$ cat src/rtl/alu_seq_driver_if.sv
// alu_seq_driver_if: ALU/memory bus plus result stream between the sequence driver and its consumer.
interface alu_seq_driver_if;
    logic        write_enable;
    logic [31:0] addr;
    logic [31:0] data_in;
    logic [3:0]  aluop;
    logic [31:0] data_in2;
    logic [31:0] dataout;
    logic        res_valid;
    logic        res_ready;
    logic [31:0] res_data;
    logic [3:0]  res_idx;

    modport master (
        output write_enable, addr, data_in, aluop, data_in2, res_valid, res_data, res_idx,
        input  dataout, res_ready
    );

    modport slave (
        input  write_enable, addr, data_in, aluop, data_in2, res_valid, res_data, res_idx,
        output dataout, res_ready
    );
endinterface

$ cat src/rtl/alu_seq_driver.sv
// alu_seq_driver: runs a fixed 10-step ALU test sequence and streams {step, result} through a FIFO.
// Define ALU_SEQ_PRELOAD_EN to add a 10-cycle memory preload phase before the first step.
module alu_seq_driver #(
    parameter int SETTLE     = 2,
    parameter int FIFO_DEPTH = 4
) (
    input  logic clk,
    input  logic rst_n,
    input  logic start,
    output logic busy,
    output logic done,
    alu_seq_driver_if.master bus
);
    localparam int AW = $clog2(FIFO_DEPTH);
    localparam logic [3:0] OP_ADD = 4'b0000, OP_SUB = 4'b1000, OP_SLL = 4'b0001, OP_SLT = 4'b0010,
                           OP_SLTU = 4'b0011, OP_XOR = 4'b0100, OP_SRL = 4'b0101, OP_SRA = 4'b1101,
                           OP_OR = 4'b0110, OP_AND = 4'b0111;
    localparam logic [3:0] OPS [16] = '{OP_ADD, OP_SUB, OP_SLL, OP_SLT, OP_SLTU, OP_XOR, OP_SRL,
                                        OP_SRA, OP_OR, OP_AND, 4'h0, 4'h0, 4'h0, 4'h0, 4'h0, 4'h0};
    localparam logic [31:0] D2 [16] = '{32'h01234567, 32'h01234567, 32'h00000010, 32'h0, 32'h0,
                                        32'hF0F0E0E0, 32'h00000010, 32'h00000010, 32'hFFFF0000,
                                        32'hFFFF0000, 32'h0, 32'h0, 32'h0, 32'h0, 32'h0, 32'h0};

    typedef enum logic [2:0] {
        S_IDLE,
`ifdef ALU_SEQ_PRELOAD_EN
        S_PRELOAD,
`endif
        S_ISSUE,
        S_SETTLE,
        S_CAPTURE,
        S_DRAIN,
        S_DONE
    } state_t;

    state_t state, nxt;
    logic [3:0] step, wait_cnt;
    logic [35:0] fifo_mem [FIFO_DEPTH];
    logic [AW-1:0] wr_ptr, rd_ptr;
    logic [AW:0] count;
    logic empty, full, push, pop, drive, pre_active;
    logic [35:0] head;

`ifdef ALU_SEQ_PRELOAD_EN
    assign pre_active = state == S_PRELOAD;
`else
    assign pre_active = 1'b0;
`endif

    assign empty = count == '0;
    assign full  = count == (AW+1)'(FIFO_DEPTH);
    assign pop   = !empty && bus.res_ready;
    // A full FIFO still accepts the capture when the head leaves in the same cycle.
    assign push  = state == S_CAPTURE && (!full || pop);
    assign drive = state == S_ISSUE || state == S_SETTLE || state == S_CAPTURE;
    assign head  = fifo_mem[rd_ptr];

    always_comb begin
        nxt = state;
        case (state)
`ifdef ALU_SEQ_PRELOAD_EN
            S_IDLE:    nxt = start ? S_PRELOAD : S_IDLE;
            S_PRELOAD: nxt = step == 4'd9 ? S_ISSUE : S_PRELOAD;
`else
            S_IDLE:    nxt = start ? S_ISSUE : S_IDLE;
`endif
            S_ISSUE:   nxt = S_SETTLE;
            S_SETTLE:  nxt = wait_cnt == 4'(SETTLE - 1) ? S_CAPTURE : S_SETTLE;
            S_CAPTURE: nxt = !push ? S_CAPTURE : step == 4'd9 ? S_DRAIN : S_ISSUE;
            S_DRAIN:   nxt = empty ? S_DONE : S_DRAIN;
            S_DONE:    nxt = S_IDLE;
            default:   nxt = S_IDLE;
        endcase
    end

    always_ff @(posedge clk or negedge rst_n) begin
        if (!rst_n) begin
            state    <= S_IDLE;
            step     <= 4'd0;
            wait_cnt <= 4'd0;
        end else begin
            state    <= nxt;
            step     <= (state == S_IDLE || (pre_active && step == 4'd9)) ? 4'd0 :
                        (pre_active || push) ? step + 4'd1 : step;
            wait_cnt <= state == S_SETTLE ? wait_cnt + 4'd1 : 4'd0;
        end
    end

    always_ff @(posedge clk or negedge rst_n) begin
        if (!rst_n) begin
            wr_ptr <= '0;
            rd_ptr <= '0;
            count  <= '0;
        end else begin
            if (push) wr_ptr <= wr_ptr + AW'(1);
            if (pop) rd_ptr <= rd_ptr + AW'(1);
            if (push && !pop) count <= count + (AW+1)'(1);
            else if (pop && !push) count <= count - (AW+1)'(1);
        end
    end

    always_ff @(posedge clk) begin
        if (push) fifo_mem[wr_ptr] <= {step, bus.dataout};
    end

    assign busy             = state != S_IDLE && state != S_DONE;
    assign done             = state == S_DONE;
    assign bus.write_enable = pre_active;
    assign bus.data_in      = pre_active ? {4{8'h10 + {4'h0, step}}} : 32'h0;
    assign bus.addr         = (drive || pre_active) ? {26'd0, step, 2'b00} : 32'h0;
    assign bus.aluop        = drive ? OPS[step] : 4'h0;
    assign bus.data_in2     = drive ? D2[step] : 32'h0;
    assign bus.res_valid    = !empty;
    assign bus.res_data     = empty ? 32'h0 : head[31:0];
    assign bus.res_idx      = empty ? 4'h0 : head[35:32];
endmodule

$ cat src/flat_wrapper.sv
// flat-port wrapper written by rule: the top's interface ports become plain ports
module alu_seq_driver_flat 
#(
    parameter int SETTLE     = 2,
    parameter int FIFO_DEPTH = 4
)
  (clk, rst_n, start, busy, done, bus_write_enable, bus_addr, bus_data_in, bus_aluop, bus_data_in2, bus_res_valid, bus_res_data, bus_res_idx, bus_dataout, bus_res_ready);
  alu_seq_driver_if bus_i ();
  input  logic clk;
  input  logic rst_n;
  input  logic start;
  output logic busy;
  output logic done;
  output wire logic [$bits(bus_i.write_enable)-1:0] bus_write_enable;
  output wire logic [$bits(bus_i.addr)-1:0] bus_addr;
  output wire logic [$bits(bus_i.data_in)-1:0] bus_data_in;
  output wire logic [$bits(bus_i.aluop)-1:0] bus_aluop;
  output wire logic [$bits(bus_i.data_in2)-1:0] bus_data_in2;
  output wire logic [$bits(bus_i.res_valid)-1:0] bus_res_valid;
  output wire logic [$bits(bus_i.res_data)-1:0] bus_res_data;
  output wire logic [$bits(bus_i.res_idx)-1:0] bus_res_idx;
  input wire logic [$bits(bus_i.dataout)-1:0] bus_dataout;
  input wire logic [$bits(bus_i.res_ready)-1:0] bus_res_ready;
  assign bus_write_enable = bus_i.write_enable;
  assign bus_addr = bus_i.addr;
  assign bus_data_in = bus_i.data_in;
  assign bus_aluop = bus_i.aluop;
  assign bus_data_in2 = bus_i.data_in2;
  assign bus_res_valid = bus_i.res_valid;
  assign bus_res_data = bus_i.res_data;
  assign bus_res_idx = bus_i.res_idx;
  assign bus_i.dataout = bus_dataout;
  assign bus_i.res_ready = bus_res_ready;
  alu_seq_driver #(.SETTLE(SETTLE), .FIFO_DEPTH(FIFO_DEPTH)) u_core (.clk(clk), .rst_n(rst_n), .start(start), .busy(busy), .done(done), .bus(bus_i));
endmodule
$ cat config.mk
export PLATFORM = sky130hd
export DESIGN_NAME = alu_seq_driver_flat
export DESIGN_NICKNAME = d
export VERILOG_FILES = /design/src/rtl/alu_seq_driver_if.sv /design/src/rtl/alu_seq_driver.sv /design/src/flat_wrapper.sv
export SDC_FILE = /design/constraint.sdc
export NUM_CORES = 1
export LEC_CHECK = 0
export CORE_MARGIN = 2
export CORE_UTILIZATION = 54
export CTS_CLUSTER_DIAMETER = 80
export CTS_CLUSTER_SIZE = 24
export DETAILED_ROUTE_END_ITERATION = 8
export HOLD_SLACK_MARGIN = 0.03
export PLACE_DENSITY = 0.86
export SLEW_MARGIN = 20
export SYNTH_ARGS = -nofsm -noshare
export SYNTH_HDL_FRONTEND = slang
export SYNTH_SLANG_ARGS = --single-unit
$ cat constraint.sdc
create_clock -name clk -period 4.65 [get_ports clk]
set_input_delay 0.465 -clock clk [delete_from_list [all_inputs] [get_ports clk]]
set_output_delay 0.465 -clock clk [all_outputs]
set_load 0.02 [all_outputs]
==> impl_results.md, run 1 <==
- Worst Setup End Kind: primary output
- Most common cell after layout, fill and taps aside: edfxtp_1
- Largest cells by area after synthesis: edfxtp_1 59%, mux4_2 11%, buf_4 8.9%
- Slew headroom: 0.341
- Detailed Route WL: 13.0 mm
- FF+latch area: 0.00478 mm^2
- Vias in the first global route: 3947
- First-pass iteration count of the detailed router: 4
- # port buffers: 110
- Routability cong.: 0.830
- Cts hold-fix bufs: 0
- Yosys Warn Count: 0
- Most frequent cells in the layout: 144 x edfxtp_1, 110 x clkdlybuf4s50_1, 65 x conb_1
- TritonCTS clock tree: yes
- Worst vdd ir: 0.000479 V
- H-tree lvl count: 4
- RSZ-0062 raised after global routing: false
- WP data arrival: 2.94 ns
- Fmax: 294 MHz
- Fill cell count: slightly above 900
- Post-synthesis cell area: 0.00737 mm^2
- Final Skew: around 0.0076 ns
- Post-CTS sizing: 0
- CTS Root Buffer Type: clkbuf_16
- Synth area leader: edfxtp_1
- Die area: 0.0146 mm^2
- Antenna viol nets, final: 0
- Final setup viols: 0
- Rows: 42
- Worst-Margin Slew: 0.989 ns
- Die height: approximately 120 um
- Final worst-path cycle share: 0.732
- Starting Density: 0.555
- Top_reg_cell synth: edfxtp_1
- Tmin final: 3.40 ns
- Area after DPL: approximately 0.008 mm^2
- Worst-path clk slew: 0.06 ns
- Cells after Synth: 457
- Leak: between 3 and 4 nW
- I/O pin cnt: 176
- Die X: 121 um
- Outcome: complete, no violations
- Tot GR Track Use: 0.189
- Clk buf depth: 2
- Pwr Total: 6.05 mW
- Max-cap violation count: 0
- Vias per cell: between 5 and 6
- Dpl hpwl: about 8.1 mm
- Post-synth EDFFs: 144
- Area grow syn2layout: 20.1%
- Sequential area share after synthesis: 0.647
- Library cells used by synthesis: between 40 and 50
- Drt wl/cell: 17.7 um
- Worst Hold Class: flip-flop to flip-flop
- First-pass GRT wire length: 20.6 mm
- Layout cells sized above 1: 0.150
- Final #Nets: just under 600
- Area of the multi-input gates: 0.00207 mm^2
- Cell area after layout: between 0.008 and 0.009 mm^2
- Crit path kind: flip-flop to primary output
- #FFs+latches synth: 162
- CP required: 4.18 ns
- Antenna violations before repair: 0
- Critical path peak fanout: 25
- Share of the synthesized area in the top cell type: 0.586
- Final worst slack: 1.25 ns
- Ys async rst share: 0.111
- Power Density: 683 mW/mm^2
- Final TNS setup: 0 ns
- Pre-CTS setup slack: 1.64 ns
- Overflow left after global routing: 0
- Syn_area_per_cell: approximately 16 um^2
- Vias post-DR: between 3000 and 4000
- Pin count of the biggest net entering global routing: 40
- Final hold vios: 0
- Clk_lat worst skew: ~0.42 ns
- TritonCTS buffer count: 17
- Core Region: 0.0133 mm^2
- TritonCTS sink count: 162
- Final routed DRC violation total: 0
- Diodes inserted: 0
- CP Launch Type: flip-flop
- Starting DRT DRC Count: 222
- Max-slew violation count: 0
- Post-CTS setup buffer count: 0
-- routing by layer --
layer / share of wire / global-route usage / vias up
met1: 0.42 / 0.244 / 1903
met3: 0.055 / 0.0517 / 18
li1: - / - / 1714
met4: 0.014 / 0.0610 / 0
met5: 0 / 0 / -
met2: 0.51 / 0.312 / 146
-- metrics by stage --
step,instances,util,hold slack [ns]
5_1_grt,736,0.666,0.528
3_5_place_dp,704,0.618,0.495
3_3_place_gp,704,0.618,0.472
6_report,736,0.666,0.495
4_1_cts,736,0.666,0.503
2_1_floorplan,521,-,0.169
-- worst paths after layout --
kind	from	to	slack, ns	cells past startpoint
min in group asynchronous	rst_n	u_core.step[3]$_DFFE_PN0P_	0.51	1
setup reg to reg	u_core.state[0]$_DFF_PN0_	u_core.fifo_mem[0][5]$_DFFE_PP_	1.90	3
hold reg to reg	u_core.wait_cnt[0]$_DFF_PN0_	u_core.wait_cnt[0]$_DFF_PN0_	0.50	1
setup / recovery	u_core.rd_ptr[0]$_DFFE_PN0P_	bus_res_data[21]	1.25	4
max in group asynchronous	rst_n	u_core.rd_ptr[1]$_DFFE_PN0P_	3.59	1
hold / removal	u_core.wait_cnt[0]$_DFF_PN0_	u_core.wait_cnt[0]$_DFF_PN0_	0.50	1
-- registers in the layout, indices dropped and copies added, names as in the netlist --
signal,count
u_core.count,3
u_core.state,3
u_core.rd_ptr,2
u_core.wait_cnt,4
u_core.wr_ptr,2
u_core.step,4
u_core.fifo_mem,144
-- cells by family (layout without fill, tap and decap cells) --
group	after synthesis	in the layout	share of synthesized area
DFF	162	162	0.647
buffers and inverters	115	154	0.106
and+or+nand+nor	92	92	0.0721
muxes	41	41	0.118
AOI/OAI and AO/OA	23	23	0.0214
adders and majority gates	14	14	0.0248
xor gates and xnor gates	9	9	0.0107
other	1	65	0.000509
-- Yosys cell counts (all sizes together) (2+ instances only) --
cell type and instances:
a21o 3, a21oi 6, and2 40, and3 4, buf 93, clkbuf 11, dfrtp 18, edfxtp 144
ha 13, inv 11, mux2 2, mux2i 3, mux4 36, nand2 9, nand2b 4, nand3 4
nand4 2, nor2 16, nor2b 4, o21ai 5, or2 2, or4b 2, xnor2 6, xor2 3
-- report_power, final --
group	total (mW)	leakage [nW]	internal [mW]	switching [mW]
Combinational	2.43	1.31	1.22	1.21
Clock	1.49	0.298	0.946	0.543
Sequential	2.14	1.53	1.89	0.252
-- worst max-delay path: stages, from the launching register on --
cell	delay (ns)
dfrtp_2	0.68
buf_4	0.54
mux4_2	0.57
and2_1	0.19
clkdlybuf4s50_1	0.53
-- layout make-up --
cell class	count	share of cell area
multi-input combinational	244	0.233
clock buffer	17	0.0480
timing repair buffer	111	0.125
clock inverter	15	0.0243
sequential	162	0.539
inverter	11	0.00466
tap	176	0.0249
No activity file was read; power rests on OpenSTA's default activity.
==> run 2, diff against run 1 <==
CORE_UTILIZATION = 50   (was 54)
PLACE_DENSITY = 0.8   (was 0.86)
clock period = 3.45 ns   (was 4.65 ns; I/O delays follow)
==> run 2 against run 1 <==
Effect of this change:
- setup slack got worse by 0.91 ns
- flip-flop and latch count unchanged
- core utilization decreased by 5.1 points
- critical path depth unchanged
- die area increased by 7.7%
- sequential share of layout area decreased by 0.28 points
- sequential power increased by 32%
- critical path type unchanged
- critical endpoint is now bus_data_in2[30]
- largest cell class unchanged
==> impl_results.md, run 2 (synthesis gave the netlist of run 1 again) <==
- Starting Density: 0.509 (-0.0453)
- Clock group share of total power: 0.226 (-0.020)
- Clk_lat worst skew: 0.41 ns (about the same)
- Worst-path clk slew: 0.06 ns (about the same)
- Antenna violations before repair: 0 (unchanged)
- Critical path peak fanout: 17 (-32%)
- Fill cell count: 1047 (+14%)
- Antenna viol nets, final: 0 (unchanged)
- Worst-Margin Slew: 0.947 ns (-0.0423 ns)
- Met3 WL: 903 um (+26%)
- Pwr Total: 8.06 mW (+33%)
- Most frequent cells in the layout: 144 x edfxtp_1, 110 x clkdlybuf4s50_1, 65 x conb_1
- Met1 wire length: 5.26 mm (-3.4%)
- Final #Nets: 601 (+0.67%)
- Vias in the first global route: 4042 (+2.4%)
- Cts hold-fix bufs: 0 (unchanged)
- Die height: 125 um (+3.8%)
- Max-slew violation count: 0 (unchanged)
- Layout cells sized above 1: 0.156 (+0.00603)
- Core Region: 0.0145 mm^2 (+8.9%)
- Top layer reached by signal wires: met4
- RR Endpoint: u_core.count[2]$_DFFE_PN0P_
- WP data arrival: 2.77 ns (-0.17 ns)
- Final Skew: 0.00867 ns (+0.00106 ns)
- Tmin final: 3.12 ns
- Vias post-DR: 3795 (+0.37%)
- Worst vdd ir: 0.000588 V (+23%)
- Sw Share: 0.342 (+0.0111)
- Worst Hold Class: primary input to asynchronous set/reset pin
- Dpl hpwl: 8.53 mm (+5.4%)
- Fin util: 0.615 (-0.0512)
- Starting DRT DRC Count: 310 (+40%)
- Routability cong.: 0.770 (-7.1%)
- CP peak stage delay: 0.70 ns (+0.02 ns)
- Rows: 44 (+4.8%)
- First-pass iteration count of the detailed router: 4 (unchanged)
- Drt wl/cell: 17.9 um (+1.6%)
- Final setup viols: 0 (unchanged)
- Max FFs per register: 144 (unchanged)
- TritonCTS buffer count: 17 (unchanged)
- Area after DPL: 0.00832 mm^2 (+1.2%)
- Fin cells: 748 (+1.6%)
- Most common cell after layout, fill and taps aside: edfxtp_1
- Tot GR Track Use: 0.175 (-0.0135)
- Diodes inserted: 0 (unchanged)
- Slowest stage cell, crit path: clkdlybuf4s50_1
- Crit path kind: flip-flop to primary output
- Final TNS setup: 0 ns (unchanged)
- Hold WS: 0.416 ns (-0.0785 ns)
- Post-CTS sizing: 0 (unchanged)
- Final worst-path cycle share: 0.904
- Most used cell, CP: or2_2
- Area grow syn2layout: 20.7%
- Final routed DRC violation total: 0 (unchanged)
- Post-CTS setup buffer count: 0 (unchanged)
- Final worst slack: 0.332 ns (-0.913 ns)
- Leak: 3.15 nW (+0.28%)
- Die X: 125 um (+3.8%)
- Overflow left after global routing: 0 (unchanged)
- R2R cell count: 8 (+5)
- Outcome: complete, no violations
- Die area: 0.0157 mm^2 (+7.7%)
- NetSw: 2.75 mW (+38%)
- Crit Reg-Reg Startpoint: u_core.count[1]$_DFFE_PN0P_
- Fmax: 321 MHz
- R2R Setup Slk: 0.80 ns (-1.10 ns)
- Sequential power share: 0.351 (-0.002)
- Most flops, register: u_core.fifo_mem
- FF+latch area: 0.00478 mm^2 (unchanged)
- # port buffers: 110 (unchanged)
- TritonCTS sink count: 162 (unchanged)
- Worst Setup End Kind: primary output
- Slew headroom: 0.369 (+0.0282)
- Final hold vios: 0 (unchanged)
- CP required: 3.11 ns (-1.07 ns)
- Area of the multi-input gates: 0.00207 mm^2 (unchanged)
- Detailed Route WL: 13.4 mm (+3.2%)
- DP Cell Count: 716 (+1.7%)
- Top flop regs: u_core.fifo_mem: 144 flops, u_core.step: 4 flops, u_core.wait_cnt: 4 flops
- Comb power frac: 0.424 (+0.023)
- TritonCTS clock tree: yes
- Max-cap violation count: 0 (unchanged)
- First-pass GRT wire length: 21.1 mm (+2.7%)
- Cell area after layout: 0.00890 mm^2 (+0.52%)
- I/O pin cnt: 176 (unchanged)
- Pin count of the biggest net entering global routing: 40 (unchanged)
- Cell Int Power: 5.31 mW (+31%)
- Vias per cell: 5.07 (-1.2%)
- CP Launch Type: flip-flop
- Power Density: 906 mW/mm^2 (+33%)
- WL met2: 7.17 mm (+7.8%)
- Critical-path cell list: or2_2 > or2_2 > a21oi_1 > clkdlybuf4s50_1
- CTS Root Buffer Type: clkbuf_16
- RSZ-0062 raised after global routing: false
- H-tree lvl count: 4 (unchanged)
- Pre-CTS setup slack: 0.675 ns (-0.961 ns)
- Clk buf depth: 2 (unchanged)
run 2: power by group through the flow:
stage          combinational, mW  sequential [mW]  clock, mW
5_1_grt                     3.65             2.87       1.93
6_report                    3.42             2.83       1.82
4_1_cts                     3.47             2.83       1.85
3_3_place_gp                3.40             2.83          0
2_1_floorplan               2.36             2.68          0
3_5_place_dp                3.44             2.87          0
run 2: worst max path at each step:
stage,to,start,cells past startpoint
after global placement,u_core.count[1]$_DFFE_PN0P_,bus_res_ready,7
final,bus_data_in2[30],u_core.step[2]$_DFFE_PN0P_,4
after CTS,bus_data_in2[29],u_core.step[2]$_DFFE_PN0P_,4
after floorplan,u_core.count[1]$_DFFE_PN0P_,u_core.count[1]$_DFFE_PN0P_,7
after global routing,bus_data_in2[29],u_core.step[2]$_DFFE_PN0P_,4
after detailed placement,u_core.count[1]$_DFFE_PN0P_,bus_res_ready,7
run 2: critical path: cells and delay by family, from the launching register on:
kind	cells	cell delay, ns
and+or+nand+nor	2	0.73
DFF	1	0.55
buffers and inverters	1	0.70
AOI/OAI and AO/OA	1	0.37
run 2: layout make-up:
cell class | count | area share
repair buffers | 115 | 0.135
well taps | 184 | 0.0259
clock inverters | 14 | 0.0174
multi-input cells | 244 | 0.232
clock buffers | 18 | 0.0482
inverters | 11 | 0.00464
flip-flops and latches | 162 | 0.537
run 2: metal layers:
layer  vias to the layer above  GRT usage
li1                       1728          -
met4                         0     0.0627
met1                      1908      0.213
met2                       153      0.300
met3                         6     0.0513
met5                         -          0
==> run 3, diff against run 2 <==
CORE_UTILIZATION = 45   (was 50)
PLACE_DENSITY = unset   (was 0.8)
PLACE_DENSITY_LB_ADDON = 0.08   (was unset)
==> run 3 against run 2 <==
Effect of this change:
- sequential share of layout area up 0.060 points
- clock-buffer cell count grew 1
- routed wire length down 0.48%
- via count barely moved
- hold slack got worse by 0.0083 ns
- die area up 11%
- clock skew is 0.0032 ns lower
- register-to-register slack worse by 0.04 ns
- global-route usage is 1.6 points lower
- critical endpoint is now bus_data_in2[20]
==> impl_results.md, run 3 (synthesis gave the netlist of run 1 again) <==
- CTS Root Buffer Type: clkbuf_16
- Final routed DRC violation total: 0 (unchanged)
- Pin count of the biggest net entering global routing: 38 (-5.0%)
- TritonCTS clock tree: yes
- H-tree lvl count: 4 (unchanged)
- Rows: 46 (+4.5%)
- Routability cong.: 0.791 (+2.7%)
- Worst Hold Class: primary input to asynchronous set/reset pin
- Crit path kind: flip-flop to primary output
- Final hold vios: 0 (unchanged)
- Cts hold-fix bufs: 0 (unchanged)
- First-pass iteration count of the detailed router: 4 (unchanged)
- Critical path peak fanout: 13 (-4)
- Tot GR Track Use: 0.159 (-0.0165)
- WP data arrival: 2.70 ns (-0.07 ns)
- WL met2: 6.97 mm (-2.9%)
- Fmax: 328 MHz (+2.3%)
- TritonCTS sink count: 162 (unchanged)
- Slew headroom: 0.317 (-0.0515)
- Starting Density: 0.463 (-0.0468)
- Drt wl/cell: 17.1 um (-4.7%)
- Layout cells sized above 1: 0.150 (-0.00559)
- Vias post-DR: 3796 (+0.026%)
- Most common cell after layout, fill and taps aside: edfxtp_1
- Met3 WL: 606 um (-33%)
- Power Density: 899 mW/mm^2 (-0.70%)
- I/O pin cnt: 176 (unchanged)
- Worst Setup End Kind: primary output
- Final TNS setup: 0 ns (unchanged)
- Diodes inserted: 0 (unchanged)
- Core Region: 0.0159 mm^2 (+10%)
- Critical-path cell list: or2_2 > or2_2 > a21oi_1 > clkdlybuf4s50_1
- Most flops, register: u_core.fifo_mem
- Outcome: complete, no violations
- CP required: 3.11 ns (about the same)
- Antenna violations before repair: 0 (unchanged)
- First-pass GRT wire length: 20.9 mm (-0.95%)
- Detailed Route WL: 13.4 mm (-0.48%)
- Die area: 0.0174 mm^2 (+11%)
- Antenna viol nets, final: 0 (unchanged)
- Most frequent cells in the layout: 144 x edfxtp_1, 110 x clkdlybuf4s50_1, 65 x conb_1
- Most used cell, CP: or2_2
- Max FFs per register: 144 (unchanged)
- TritonCTS buffer count: 17 (unchanged)
- Top layer reached by signal wires: met4
- Top flop regs: u_core.fifo_mem: 144 flops, u_core.step: 4 flops, u_core.wait_cnt: 4 flops
- Vias in the first global route: 3894 (-3.7%)
- Clk_lat worst skew: 0.42 ns (about the same)
- Dpl hpwl: 8.27 mm (-3.1%)
- # port buffers: 110 (unchanged)
- Vias per cell: 4.86 (-4.2%)
- Final Skew: 0.00550 ns (-0.00317 ns)
- Die X: 132 um (+5.2%)
- Max-slew violation count: 0 (unchanged)
- Tmin final: 3.05 ns (-0.0694 ns)
- Area grow syn2layout: 20.6%
- Pwr Total: 8.00 mW (-0.81%)
- Leak: 3.15 nW (-0.13%)
- Worst vdd ir: 0.000415 V (-29%)
- Starting DRT DRC Count: 167 (-46%)
- Worst-Margin Slew: 1.02 ns (+0.0772 ns)
- CP peak stage delay: 0.71 ns (about the same)
- CP Launch Type: flip-flop
- Overflow left after global routing: 0 (unchanged)
- Met1 wire length: 5.59 mm (+6.2%)
- Final #Nets: 602 (+0.17%)
- Slowest stage cell, crit path: clkdlybuf4s50_1
- Post-CTS sizing: 0 (unchanged)
- Post-CTS setup buffer count: 0 (unchanged)
- Final setup viols: 0 (unchanged)
- Max-cap violation count: 0 (unchanged)
- RSZ-0062 raised after global routing: false
- Die height: 132 um (+5.2%)
- Clk buf depth: 2 (unchanged)
- Final worst-path cycle share: 0.884 (-0.0201)
- Worst-path clk slew: 0.06 ns (about the same)
[run 3: cell types whose count changed in the layout (fill, tap and decap cells not counted), sizes merged]
cell      previous run  this run
buf                  5         6
clkinv               4         8
clkbuf              18        19
clkinvlp             5         3
inv                 14        11
[run 3: layout make-up]
class,count,area (um^2)
Clock inverter,13,119
Clock buffer,19,433
Tap cell,216,270
Sequential cell,162,4780
Multi-Input combinational cell,244,2070
Timing Repair Buffer,116,1180
Fill cell,1289,7050
Inverter,11,41.3
[run 3: metal layers]
layer	vias up	track usage
met1	1933	0.190
met4	0	0.0543
met2	116	0.276
li1	1731	-
met3	16	0.0442
met5	-	0
[run 3: worst paths after layout]
kind	from	end	slack, ns	depth (start not counted)
max in group asynchronous	rst_n	u_core.rd_ptr[0]$_DFFE_PN0P_	2.47	1
worst min-delay path	rst_n	u_core.state[0]$_DFF_PN0_	0.41	1
worst max register to register	u_core.state[0]$_DFF_PN0_	u_core.fifo_mem[2][9]$_DFFE_PP_	0.76	3
min in group clk	u_core.wait_cnt[0]$_DFF_PN0_	u_core.wait_cnt[0]$_DFF_PN0_	0.50	1
worst min register to register	u_core.wait_cnt[0]$_DFF_PN0_	u_core.wait_cnt[0]$_DFF_PN0_	0.50	1
worst max-delay path	u_core.step[1]$_DFFE_PN0P_	bus_data_in2[20]	0.40	4
[run 3: critical path, delay by kind of cell, from the launching register on]
family / cells / cell delay [ns]
buffers and inverters: 1 / 0.71
and+or+nand+nor: 2 / 0.69
AOI/OAI and AO/OA: 1 / 0.38
DFF: 1 / 0.51
[run 3: where the power goes]
part | leakage, nW | switching [mW] | internal, mW | total (mW)
registers | 1.53 | 0.237 | 2.54 | 2.78
logic | 1.35 | 1.76 | 1.71 | 3.47
clock network | 0.265 | 0.698 | 1.05 | 1.75
[run 3: per-stage QoR]
step	instance area (um^2)	utilization	instances	hold slack (ns)	setup WS, ns
CTS	8890	0.558	781	0.413	0.336
global placement	8340	0.523	749	0.486	0.743
detailed placement	8340	0.523	749	0.496	0.676
global route	8890	0.558	781	0.455	0.205
floorplan	7610	-	521	0.0494	1.18
finish	8890	0.558	781	0.408	0.402
